==> src/rtl/scsi_dma_sm_if.sv <==
// -----------------------------------------------------------------------------
// scsi_dma_sm_if
// Bundles the SCSI-side DMA handshake, FIFO status/pointer inputs and the
// strobe/pointer-pulse outputs of the SCSI byte sequencer.
//   slave  : the sequencer (scsi_dma_sm) side
//   master : the environment (SCSI controller + FIFO) side
// Optional macro SCSI_DMA_FLUSH_EN adds FLUSH (in) / FLUSHED (out).
// -----------------------------------------------------------------------------
interface scsi_dma_sm_if;
    // Environment -> sequencer
    logic        DMAENA;     // DMA enabled
    logic        DMADIR;     // 1 = memory->SCSI, 0 = SCSI->memory
    logic        DREQ_;      // DMA request, active low
    logic        FIFOFULL;   // FIFO full flag
    logic        FIFOEMPTY;  // FIFO empty flag
    logic        BOEQ3;      // byte pointer at 4th byte
    logic        BO0;        // byte pointer bit 0
    logic        BO1;        // byte pointer bit 1
    logic [31:0] FIFO_OD;    // FIFO read data
    // Sequencer -> environment
    logic        DACK_;      // DMA acknowledge, active low
    logic        RE_;        // SCSI read strobe, active low
    logic        WE_;        // SCSI write strobe, active low
    logic [7:0]  SCSI_DO;    // byte to SCSI controller
    logic        LBYTE_;     // load byte strobe to FIFO, active low
    logic        INCBO;      // increment byte pointer
    logic        INCNI;      // increment FIFO write pointer
    logic        INCNO;      // increment FIFO read pointer
    logic        INCFIFO;    // longword added to FIFO
    logic        DECFIFO;    // longword removed from FIFO
    logic        BUSY;       // transfer in progress
`ifdef SCSI_DMA_FLUSH_EN
    logic        FLUSH;      // commit partial longword request
    logic        FLUSHED;    // flush completed pulse
`endif

    modport slave (
        input  DMAENA, DMADIR, DREQ_, FIFOFULL, FIFOEMPTY, BOEQ3, BO0, BO1, FIFO_OD,
`ifdef SCSI_DMA_FLUSH_EN
        input  FLUSH,
        output FLUSHED,
`endif
        output DACK_, RE_, WE_, SCSI_DO, LBYTE_, INCBO, INCNI, INCNO, INCFIFO,
               DECFIFO, BUSY
    );

    modport master (
        output DMAENA, DMADIR, DREQ_, FIFOFULL, FIFOEMPTY, BOEQ3, BO0, BO1, FIFO_OD,
`ifdef SCSI_DMA_FLUSH_EN
        output FLUSH,
        input  FLUSHED,
`endif
        input  DACK_, RE_, WE_, SCSI_DO, LBYTE_, INCBO, INCNI, INCNO, INCFIFO,
               DECFIFO, BUSY
    );
endinterface

==> src/rtl/scsi_dma_sm.sv <==
// -----------------------------------------------------------------------------
// scsi_dma_sm
// SCSI-side byte transfer sequencer in front of the 8x32 FIFO. Runs the
// DREQ_/DACK_ handshake one byte at a time:
//   SCSI->memory (DMADIR=0): RE_ strobe, LBYTE_ in the last strobe cycle.
//   memory->SCSI (DMADIR=1): WE_ strobe, SCSI_DO = FIFO_OD byte picked by BO.
// Each byte ends with an INCBO pulse; the 4th byte of a longword also pulses
// INCNI+INCFIFO (write) or INCNO+DECFIFO (read).
// Ports:
//   CLK   system clock
//   RST_  asynchronous active-low reset
//   bus   scsi_dma_sm_if.slave (handshake, FIFO status, strobes, pulses)
// Parameters:
//   STROBE_CYCLES  RE_/WE_ low width in cycles (1..15)
//   RECOVER_CYCLES idle gap after each byte (0..15)
// Optional macro SCSI_DMA_FLUSH_EN: adds FLUSH/FLUSHED to commit a partial
// longword to the FIFO.
// All outputs are registered.
// -----------------------------------------------------------------------------
module scsi_dma_sm #(
    parameter int STROBE_CYCLES  = 2,
    parameter int RECOVER_CYCLES = 1
) (
    input  logic        CLK,
    input  logic        RST_,
    scsi_dma_sm_if.slave bus
);

    typedef enum logic [2:0] {
        IDLE = 3'd0,
        STRB = 3'd1,
        DONE = 3'd2,
        RCVR = 3'd3,
        FLSH = 3'd4    // only reachable with SCSI_DMA_FLUSH_EN
    } state_t;

    localparam logic [3:0] STRB_LAST = 4'(STROBE_CYCLES - 1);
    localparam logic [3:0] RCVR_LAST = 4'((RECOVER_CYCLES > 0) ? RECOVER_CYCLES - 1 : 0);
    localparam bit         HAS_RCVR  = (RECOVER_CYCLES > 0);
    // With a single strobe cycle the entry cycle is also the last one.
    localparam bit         ONE_STRB  = (STROBE_CYCLES == 1);

    state_t      state;
    logic [3:0]  cnt;
    logic        dir;       // DMADIR captured at start
    logic        last_lw;   // BOEQ3 captured at start: this byte closes a longword
    logic [7:0]  sel_byte;
    logic        start;

    // Big-endian byte lane selection: pointer 0 is the MSB of the longword.
    always_comb begin
        sel_byte = bus.FIFO_OD[31:24];
        case ({bus.BO1, bus.BO0})
            2'b00:   sel_byte = bus.FIFO_OD[31:24];
            2'b01:   sel_byte = bus.FIFO_OD[23:16];
            2'b10:   sel_byte = bus.FIFO_OD[15:8];
            default: sel_byte = bus.FIFO_OD[7:0];
        endcase
    end

    assign start = bus.DMAENA & ~bus.DREQ_ &
                   (bus.DMADIR ? ~bus.FIFOEMPTY : ~bus.FIFOFULL);

    always_ff @(posedge CLK or negedge RST_) begin
        if (!RST_) begin
            state       <= IDLE;
            cnt         <= 4'd0;
            dir         <= 1'b0;
            last_lw     <= 1'b0;
            bus.DACK_   <= 1'b1;
            bus.RE_     <= 1'b1;
            bus.WE_     <= 1'b1;
            bus.LBYTE_  <= 1'b1;
            bus.SCSI_DO <= 8'h00;
            bus.INCBO   <= 1'b0;
            bus.INCNI   <= 1'b0;
            bus.INCNO   <= 1'b0;
            bus.INCFIFO <= 1'b0;
            bus.DECFIFO <= 1'b0;
            bus.BUSY    <= 1'b0;
`ifdef SCSI_DMA_FLUSH_EN
            bus.FLUSHED <= 1'b0;
`endif
        end else begin
            // Pointer pulses are single-cycle: cleared unless set below.
            bus.INCBO   <= 1'b0;
            bus.INCNI   <= 1'b0;
            bus.INCNO   <= 1'b0;
            bus.INCFIFO <= 1'b0;
            bus.DECFIFO <= 1'b0;
`ifdef SCSI_DMA_FLUSH_EN
            bus.FLUSHED <= 1'b0;
`endif
            case (state)
                IDLE: begin
`ifdef SCSI_DMA_FLUSH_EN
                    // Flush wins over a start in the same cycle.
                    if (bus.FLUSH) begin
                        state    <= FLSH;
                        bus.BUSY <= 1'b1;
                        if (!bus.DMADIR && ({bus.BO1, bus.BO0} != 2'b00)) begin
                            bus.INCNI   <= 1'b1;
                            bus.INCFIFO <= 1'b1;
                        end
                    end else
`endif
                    if (start) begin
                        state       <= STRB;
                        cnt         <= 4'd0;
                        dir         <= bus.DMADIR;
                        last_lw     <= bus.BOEQ3;
                        bus.SCSI_DO <= sel_byte;
                        bus.DACK_   <= 1'b0;
                        bus.RE_     <= bus.DMADIR;
                        bus.WE_     <= ~bus.DMADIR;
                        bus.LBYTE_  <= bus.DMADIR | ~ONE_STRB;
                        bus.BUSY    <= 1'b1;
                    end
                end

                STRB: begin
                    if (cnt == STRB_LAST) begin
                        state      <= DONE;
                        bus.DACK_  <= 1'b1;
                        bus.RE_    <= 1'b1;
                        bus.WE_    <= 1'b1;
                        bus.LBYTE_ <= 1'b1;
                        bus.INCBO  <= 1'b1;
                        if (last_lw) begin
                            if (dir) begin
                                bus.INCNO   <= 1'b1;
                                bus.DECFIFO <= 1'b1;
                            end else begin
                                bus.INCNI   <= 1'b1;
                                bus.INCFIFO <= 1'b1;
                            end
                        end
                    end else begin
                        cnt <= cnt + 4'd1;
                        // Entering the final strobe cycle: load the FIFO lane.
                        if (!dir && (cnt + 4'd1 == STRB_LAST))
                            bus.LBYTE_ <= 1'b0;
                    end
                end

                DONE: begin
                    if (HAS_RCVR) begin
                        state <= RCVR;
                        cnt   <= 4'd0;
                    end else begin
                        state    <= IDLE;
                        bus.BUSY <= 1'b0;
                    end
                end

                RCVR: begin
                    if (cnt == RCVR_LAST) begin
                        state    <= IDLE;
                        bus.BUSY <= 1'b0;
                    end else begin
                        cnt <= cnt + 4'd1;
                    end
                end

                FLSH: begin
`ifdef SCSI_DMA_FLUSH_EN
                    bus.FLUSHED <= 1'b1;
`endif
                    state    <= IDLE;
                    bus.BUSY <= 1'b0;
                end

                default: begin
                    state    <= IDLE;
                    bus.BUSY <= 1'b0;
                end
            endcase
        end
    end

endmodule

==> src/flat_wrapper.sv <==
// flat-port wrapper written by rule: the top's interface ports become plain ports
module scsi_dma_sm_flat 
#(
    parameter int STROBE_CYCLES  = 2,
    parameter int RECOVER_CYCLES = 1
)
  (CLK, RST_, bus_DMAENA, bus_DMADIR, bus_DREQ_, bus_FIFOFULL, bus_FIFOEMPTY, bus_BOEQ3, bus_BO0, bus_BO1, bus_FIFO_OD, bus_DACK_, bus_RE_, bus_WE_, bus_SCSI_DO, bus_LBYTE_, bus_INCBO, bus_INCNI, bus_INCNO, bus_INCFIFO, bus_DECFIFO, bus_BUSY);
  scsi_dma_sm_if bus_i ();
  input  logic CLK;
  input  logic RST_;
  input wire logic [$bits(bus_i.DMAENA)-1:0] bus_DMAENA;
  input wire logic [$bits(bus_i.DMADIR)-1:0] bus_DMADIR;
  input wire logic [$bits(bus_i.DREQ_)-1:0] bus_DREQ_;
  input wire logic [$bits(bus_i.FIFOFULL)-1:0] bus_FIFOFULL;
  input wire logic [$bits(bus_i.FIFOEMPTY)-1:0] bus_FIFOEMPTY;
  input wire logic [$bits(bus_i.BOEQ3)-1:0] bus_BOEQ3;
  input wire logic [$bits(bus_i.BO0)-1:0] bus_BO0;
  input wire logic [$bits(bus_i.BO1)-1:0] bus_BO1;
  input wire logic [$bits(bus_i.FIFO_OD)-1:0] bus_FIFO_OD;
  output wire logic [$bits(bus_i.DACK_)-1:0] bus_DACK_;
  output wire logic [$bits(bus_i.RE_)-1:0] bus_RE_;
  output wire logic [$bits(bus_i.WE_)-1:0] bus_WE_;
  output wire logic [$bits(bus_i.SCSI_DO)-1:0] bus_SCSI_DO;
  output wire logic [$bits(bus_i.LBYTE_)-1:0] bus_LBYTE_;
  output wire logic [$bits(bus_i.INCBO)-1:0] bus_INCBO;
  output wire logic [$bits(bus_i.INCNI)-1:0] bus_INCNI;
  output wire logic [$bits(bus_i.INCNO)-1:0] bus_INCNO;
  output wire logic [$bits(bus_i.INCFIFO)-1:0] bus_INCFIFO;
  output wire logic [$bits(bus_i.DECFIFO)-1:0] bus_DECFIFO;
  output wire logic [$bits(bus_i.BUSY)-1:0] bus_BUSY;
  assign bus_i.DMAENA = bus_DMAENA;
  assign bus_i.DMADIR = bus_DMADIR;
  assign bus_i.DREQ_ = bus_DREQ_;
  assign bus_i.FIFOFULL = bus_FIFOFULL;
  assign bus_i.FIFOEMPTY = bus_FIFOEMPTY;
  assign bus_i.BOEQ3 = bus_BOEQ3;
  assign bus_i.BO0 = bus_BO0;
  assign bus_i.BO1 = bus_BO1;
  assign bus_i.FIFO_OD = bus_FIFO_OD;
  assign bus_DACK_ = bus_i.DACK_;
  assign bus_RE_ = bus_i.RE_;
  assign bus_WE_ = bus_i.WE_;
  assign bus_SCSI_DO = bus_i.SCSI_DO;
  assign bus_LBYTE_ = bus_i.LBYTE_;
  assign bus_INCBO = bus_i.INCBO;
  assign bus_INCNI = bus_i.INCNI;
  assign bus_INCNO = bus_i.INCNO;
  assign bus_INCFIFO = bus_i.INCFIFO;
  assign bus_DECFIFO = bus_i.DECFIFO;
  assign bus_BUSY = bus_i.BUSY;
  scsi_dma_sm #(.STROBE_CYCLES(STROBE_CYCLES), .RECOVER_CYCLES(RECOVER_CYCLES)) u_core (.CLK(CLK), .RST_(RST_), .bus(bus_i));
endmodule
==> config.mk <==
export PLATFORM = sky130hd
export DESIGN_NAME = scsi_dma_sm_flat
export DESIGN_NICKNAME = d
export VERILOG_FILES = /design/src/rtl/scsi_dma_sm_if.sv /design/src/rtl/scsi_dma_sm.sv /design/src/flat_wrapper.sv
export SDC_FILE = /design/constraint.sdc
export NUM_CORES = 1
export LEC_CHECK = 0
export BUFFER_PORTS_ARGS = -buffer_cell sky130_fd_sc_hd__buf_2
export CORE_MARGIN = 2
export CORE_UTILIZATION = 49
export CTS_BUF_LIST = sky130_fd_sc_hd__clkbuf_2 sky130_fd_sc_hd__clkbuf_4 sky130_fd_sc_hd__clkbuf_8
export CTS_CLUSTER_SIZE = 16
export DETAILED_ROUTE_END_ITERATION = 7
export PLACE_DENSITY = 0.81
export SKIP_LAST_GASP = 1
export SLEW_MARGIN = 10
export SYNTH_ARGS = -nofsm -noshare
export SYNTH_HDL_FRONTEND = slang
export SYNTH_SLANG_ARGS = --single-unit
==> constraint.sdc <==
create_clock -name CLK -period 1.97 [get_ports CLK]
set_input_delay 0.394 -clock CLK [delete_from_list [all_inputs] [get_ports CLK]]
set_output_delay 0.394 -clock CLK [all_outputs]
set_load 0.02 [all_outputs]
### Yosys cells after proc, flatten, opt, wreduce, memory -nomap -nowiden

Index checks and enable logic that the tools add are counted.

* add/sub/neg operators: 1
* equality and inequality tests: 13
* muxes and demuxes: 33
* bitwise logic cells: 7
* reductions and logical operators: 14

Operator list (count)
* one-hot mux 8 bit (3 select lines): 1
* two-way mux 1 bit: 19
* one-hot mux 4 bit (4 select lines): 1
* two-way mux 4 bit: 3
* one-hot mux 3 bit (4 select lines): 1
* AND reduction 3 bit: 4
* two-way mux 3 bit: 3
* equality test 4 x 1 -> 1 bit (second input constant): 2
* one-hot mux 1 bit (2 select lines): 4
* equality test 3 x 2 -> 1 bit (second input constant): 2
* != test 2 x 1 -> 1 bit (second input constant): 3
* inverter 1 bit: 5
* adder 4 x 1 -> 4 bit (second input constant): 1
* logical NOT 4 bit: 1
* != test 2 bit (second input constant): 2
* AND reduction 4 bit: 1
* nonzero test 4 bit: 1
* equality test 3 x 1 -> 1 bit (second input constant): 1
* logical NOT 3 bit: 1
* != test 3 x 1 -> 1 bit (second input constant): 1
* one-hot mux 1 bit (3 select lines): 1
* AND 1 bit: 2
* equality test 2 x 1 -> 1 bit (second input constant): 1
* equality test 2 bit (second input constant): 1
* other kinds (6): 6

* flip-flop bits (word level): 25
* bits of input ports: 42
* output and inout port bits: 18

### Depth between registers and ports, before layout

* depth in word-level cells: 6
* gate-level depth with buffers: 6
* depth with buffers taken out: 6

### Worst setup path after synthesis

No wires, ideal clock.

* path kind: flip-flop to flip-flop
* start: register u_core.state[1]
* end: register u_core.state[1]
* setup time: 0.125 ns
* arrival: 1.515 ns
* required time: 1.845 ns
* path slack: 0.330 ns
* cell stages (with the launch flop): 7
* path buffers: 0
* clock period less this slack: 1.640 ns
* cell sequence: dfrtp_1 -> inv_1 -> ha_1 -> nor2_1 -> o221ai_1 -> nor2_1 -> mux2_2

* cells in the longest elaborated chain, start to end: 3
* elaborated cells between the ends (all ways): 9
* those cells by class: 6 x eq/ne; 1 x mux; 2 x reduce/logical

RTL lines
* from (decl): RTL line scsi_dma_sm.sv:43 `state_t state;`
* from (signal assigned): RTL line scsi_dma_sm.sv:66 `state <= IDLE;`
* from (signal assigned): RTL line scsi_dma_sm.sv:108 `state <= STRB;`
* from (signal assigned): RTL line scsi_dma_sm.sv:123 `state <= DONE;`
* equality test 3 x 2 -> 1 bit, or another cell as far along: RTL line scsi_dma_sm.sv:94 `case (state)`
* != test 2 x 1 -> 1 bit (no source line)
* AND reduction 3 bit (no source line)

Parallel ways exist; a longest one is shown, timed or not.
A chain may end at the register's enable or synchronous reset.

### Worst setup path in the final report

Ends and elaborated chain as after synthesis.

==> flow_metrics.py <==
metrics = {
    "finish": {
        "top_register": "u_core.bus.SCSI_DO",
        "final_core_util_pct": 63.88,
        "largest_register_ffs": 8,
        "stdcell_count": 206,
        "syn_to_final_growth_pct": 23.29,
        "fin_area_um2": 1762,
        "reg_top3": "u_core.bus.SCSI_DO (8), u_core.cnt (4), u_core.state (2)",
        "layout-drive-gt1-share_pct": 53.14,
        "nets": 226,
        "nFillCells": 201,
        "antennaDiodeCount": 0,
    },
    "power_and_ir_drop": {
        "clockPowerShare_pct": 11.3,
        "pwr-share-seq_pct": 36.8,
        "powerDensity_nw_per_um2": 1288,
        "p_switching_w": 0.0009263,
        "p_int_w": 0.001343,
        "power_w": 0.002269,
        "leakagePower_nw": 0.8978,
        "pwr-share-comb_pct": 51.9,
        "p_sw_share_pct": 40.82,
        "ir_drop_uv": 981.9,
    },
    "yosys": {
        "ys_ff_latch": 24,
        "synthTopCellsByCount": "dfrtp_1 (20), mux2_2 (11), inv_1 (10), ha_1 (8), mux4_2 (8)",
        "ys_types": 40,
        "syn_area_um2": 1429,
        "post-synth-top-area-cell": "dfrtp_1",
        "synth.top_cell.area_share_pct": 35.03,
        "syn_inst": 119,
        "async_reset_ff_share_pct": 100.0,
        "syn_nets": 169,
        "synth_edf_count": 0,
        "yosys.cell_count.top_type": "dfrtp_1",
        "syn_area_per_cell_um2": 12.01,
        "ys_warn_count": 0,
        "synth_flop_cell": "dfrtp_1",
        "synth_area_leaders": "dfrtp_1 (35%), mux4_2 (13%), mux2_2 (8.7%)",
        "yosysSeqAreaShare_pct": 42.38,
    },
    "timing": {
        "skew_ns": 0.0008041,
        "slew_headroom_pct": 61.01,
        "rsz0062_at_grt": "true",
        "period_share_pct": 93.36,
        "setup_viol": 0,
        "fmax_mhz": 543.7,
        "hold_violations": 0,
        "min_period_ns": 1.839,
        "setup_ws_ns": 0.1308,
        "max_slew.worst_pin.slew_ns": 0.5795,
        "drv_slew": 0,
    },
    "floorplan": {
        "die_area_um2": 3364,
        "start_util_pct": 51.81,
        "die_h_um": 58,
        "rows": 19,
        "fp.dieW_um": 58,
        "pin_count": 60,
        "core_area_um2": 2758,
    },
    "placement": {
        "hpwlAfterDp_mm": 2.399,
        "dp.cells": 202,
        "post-place-ws_ns": 0.1577,
        "place.gp.congestion": 0.9348,
        "port_buffers": 59,
        "postPlaceCellArea_um2": 1718,
    },
    "min_path": {
        "hp-class": "in -> async",
    },
    "clocking": {
        "cts_buffers": 3,
        "clockBufferDepth": 2,
        "clock_latency_ns": 0.31,
        "clk_pin_slew_ns": 0.13,
        "cts.sinks": 24,
        "cts_tree": "done",
        "h-tree-depth": 1,
        "root_buffer": "clkbuf_4",
        "cts_hold_buf": 0,
    },
    "drt": {
        "wl_per_cell_um": 14.07,
        "routed_wl_mm": 2.899,
        "antenna_left": 0,
        "viasPerCell": 5.646,
        "dr.pass1.iters": 4,
        "drtIter0Drc": 32,
        "vias": 1163,
        "drc": 0,
    },
    "global_routing": {
        "grt.overflow.total": 0,
        "first_global_vias": 1207,
        "grt_pass1_wl_mm": 4.878,
        "grt_usage_pct": 18.96,
        "antenna_found_initial": 0,
        "grt_max_degree": 25,
    },
    "worst_setup_path": {
        "regToRegSetupSlack_ns": 0.13,
        "worstPathMaxFanout": 7,
        "crit_type": "reg -> reg",
        "start_kind": "flop",
        "critPathCaptureType": "flop",
        "arrival_ns": 2.05,
        "critPathRequiredTime_ns": 2.18,
    },
    "run_status": {
        "outcome": "completed",
    },
    "job": {
        "maxCapViolations": 0,
    },
}
timing repair:
action / 4_1_cts / 5_1_grt
setup endpoints to repair: 0 / 3
resized for setup: 0 / 1
buffers inserted: 0 / 0
hold endpoints to repair: 0 / 0
worst max-delay path, cell delays in order (launching register included):
cell,delay [ns]
dfrtp_1,0.43
inv_1,0.08
ha_1,0.27
nor2_1,0.26
o221ai_1,0.19
nor2_1,0.17
mux2_2,0.35
through the flow:
step	hold WS (ns)	setup TNS (ns)
after floorplan	0.09841	0
after detailed placement	0.4033	0
after global placement	0.4018	0
after global routing	0.06663	-0.1105
after CTS	0.04966	0
final	0.03381	0
placed cells by master, fill, tap and decap left out, types with 2 or more instances in the layout:
master and n:
a21oi_1 5, a31oi_1 2, and3_1 3, buf_2 59
clkbuf_4 3, dfrtp_1 20, dfstp_2 4, ha_1 8
inv_1 10, mux2_2 11, mux4_2 8, nand2_1 6
nor2_1 7, nor4_1 2, o21ai_0 2, o221ai_1 2
layer usage:
metal | routed length [µm] | vias to the layer above | global-route usage, % | share of wire, %
met3 | 214 | 2 | 3.125 | 7.4
met2 | 1513 | 53 | 35.88 | 52
met1 | 1153 | 557 | 21.01 | 40
met4 | 19 | 0 | 7.309 | 0.66
li1 | - | 551 | - | -
met5 | 0 | - | 0 | 0
cell families (layout without fill, tap and decap cells):
| family | count (synthesis) | after routing | share of synthesized area [%] |
|---|---|---|---|
| and+or+nand+nor | 26 | 26 | 9.808 |
| DFF | 24 | 24 | 42.38 |
| AOI/OAI and AO/OA | 23 | 23 | 12.09 |
| muxes | 21 | 21 | 22.94 |
| buffers and inverters | 17 | 73 | 5.779 |
| adders and majority gates | 8 | 8 | 7.006 |
worst paths after layout:
check / start / endpoint / depth (start not counted)
worst min register to register: u_core.bus.RE_ / u_core.bus.RE_ / 2
max in group asynchronous: RST_ / u_core.bus.WE_ / 1
worst min-delay path: RST_ / u_core.cnt[2] / 1
min in group CLK: bus_BOEQ3 / u_core.last_lw / 2
worst max register to register: u_core.state[1] / u_core.state[1] / 6
worst max-delay path: u_core.state[1] / u_core.state[1] / 6
power groups by stage:
stage / clock (W) / sequential, W / combinational [W]
floorplan: 0 / 0.000992 / 0.000698
global placement: 0 / 0.000836 / 0.00113
detailed placement: 0 / 0.000845 / 0.00117
CTS: 0.000261 / 0.000838 / 0.00117
global route: 0.000284 / 0.000868 / 0.00131
finish: 0.000256 / 0.000834 / 0.00118
area by class of cell:
cell class / instances / area, µm² / area share [%]
multi-input combinational: 78 / 748.2 / 42.47
sequential: 24 / 605.6 / 34.38
timing repair buffer: 59 / 295.3 / 16.76
tap: 31 / 38.79 / 2.202
inverter: 10 / 37.54 / 2.131
clock buffer: 4 / 36.28 / 2.060
Power figures use the tool's default switching activity.
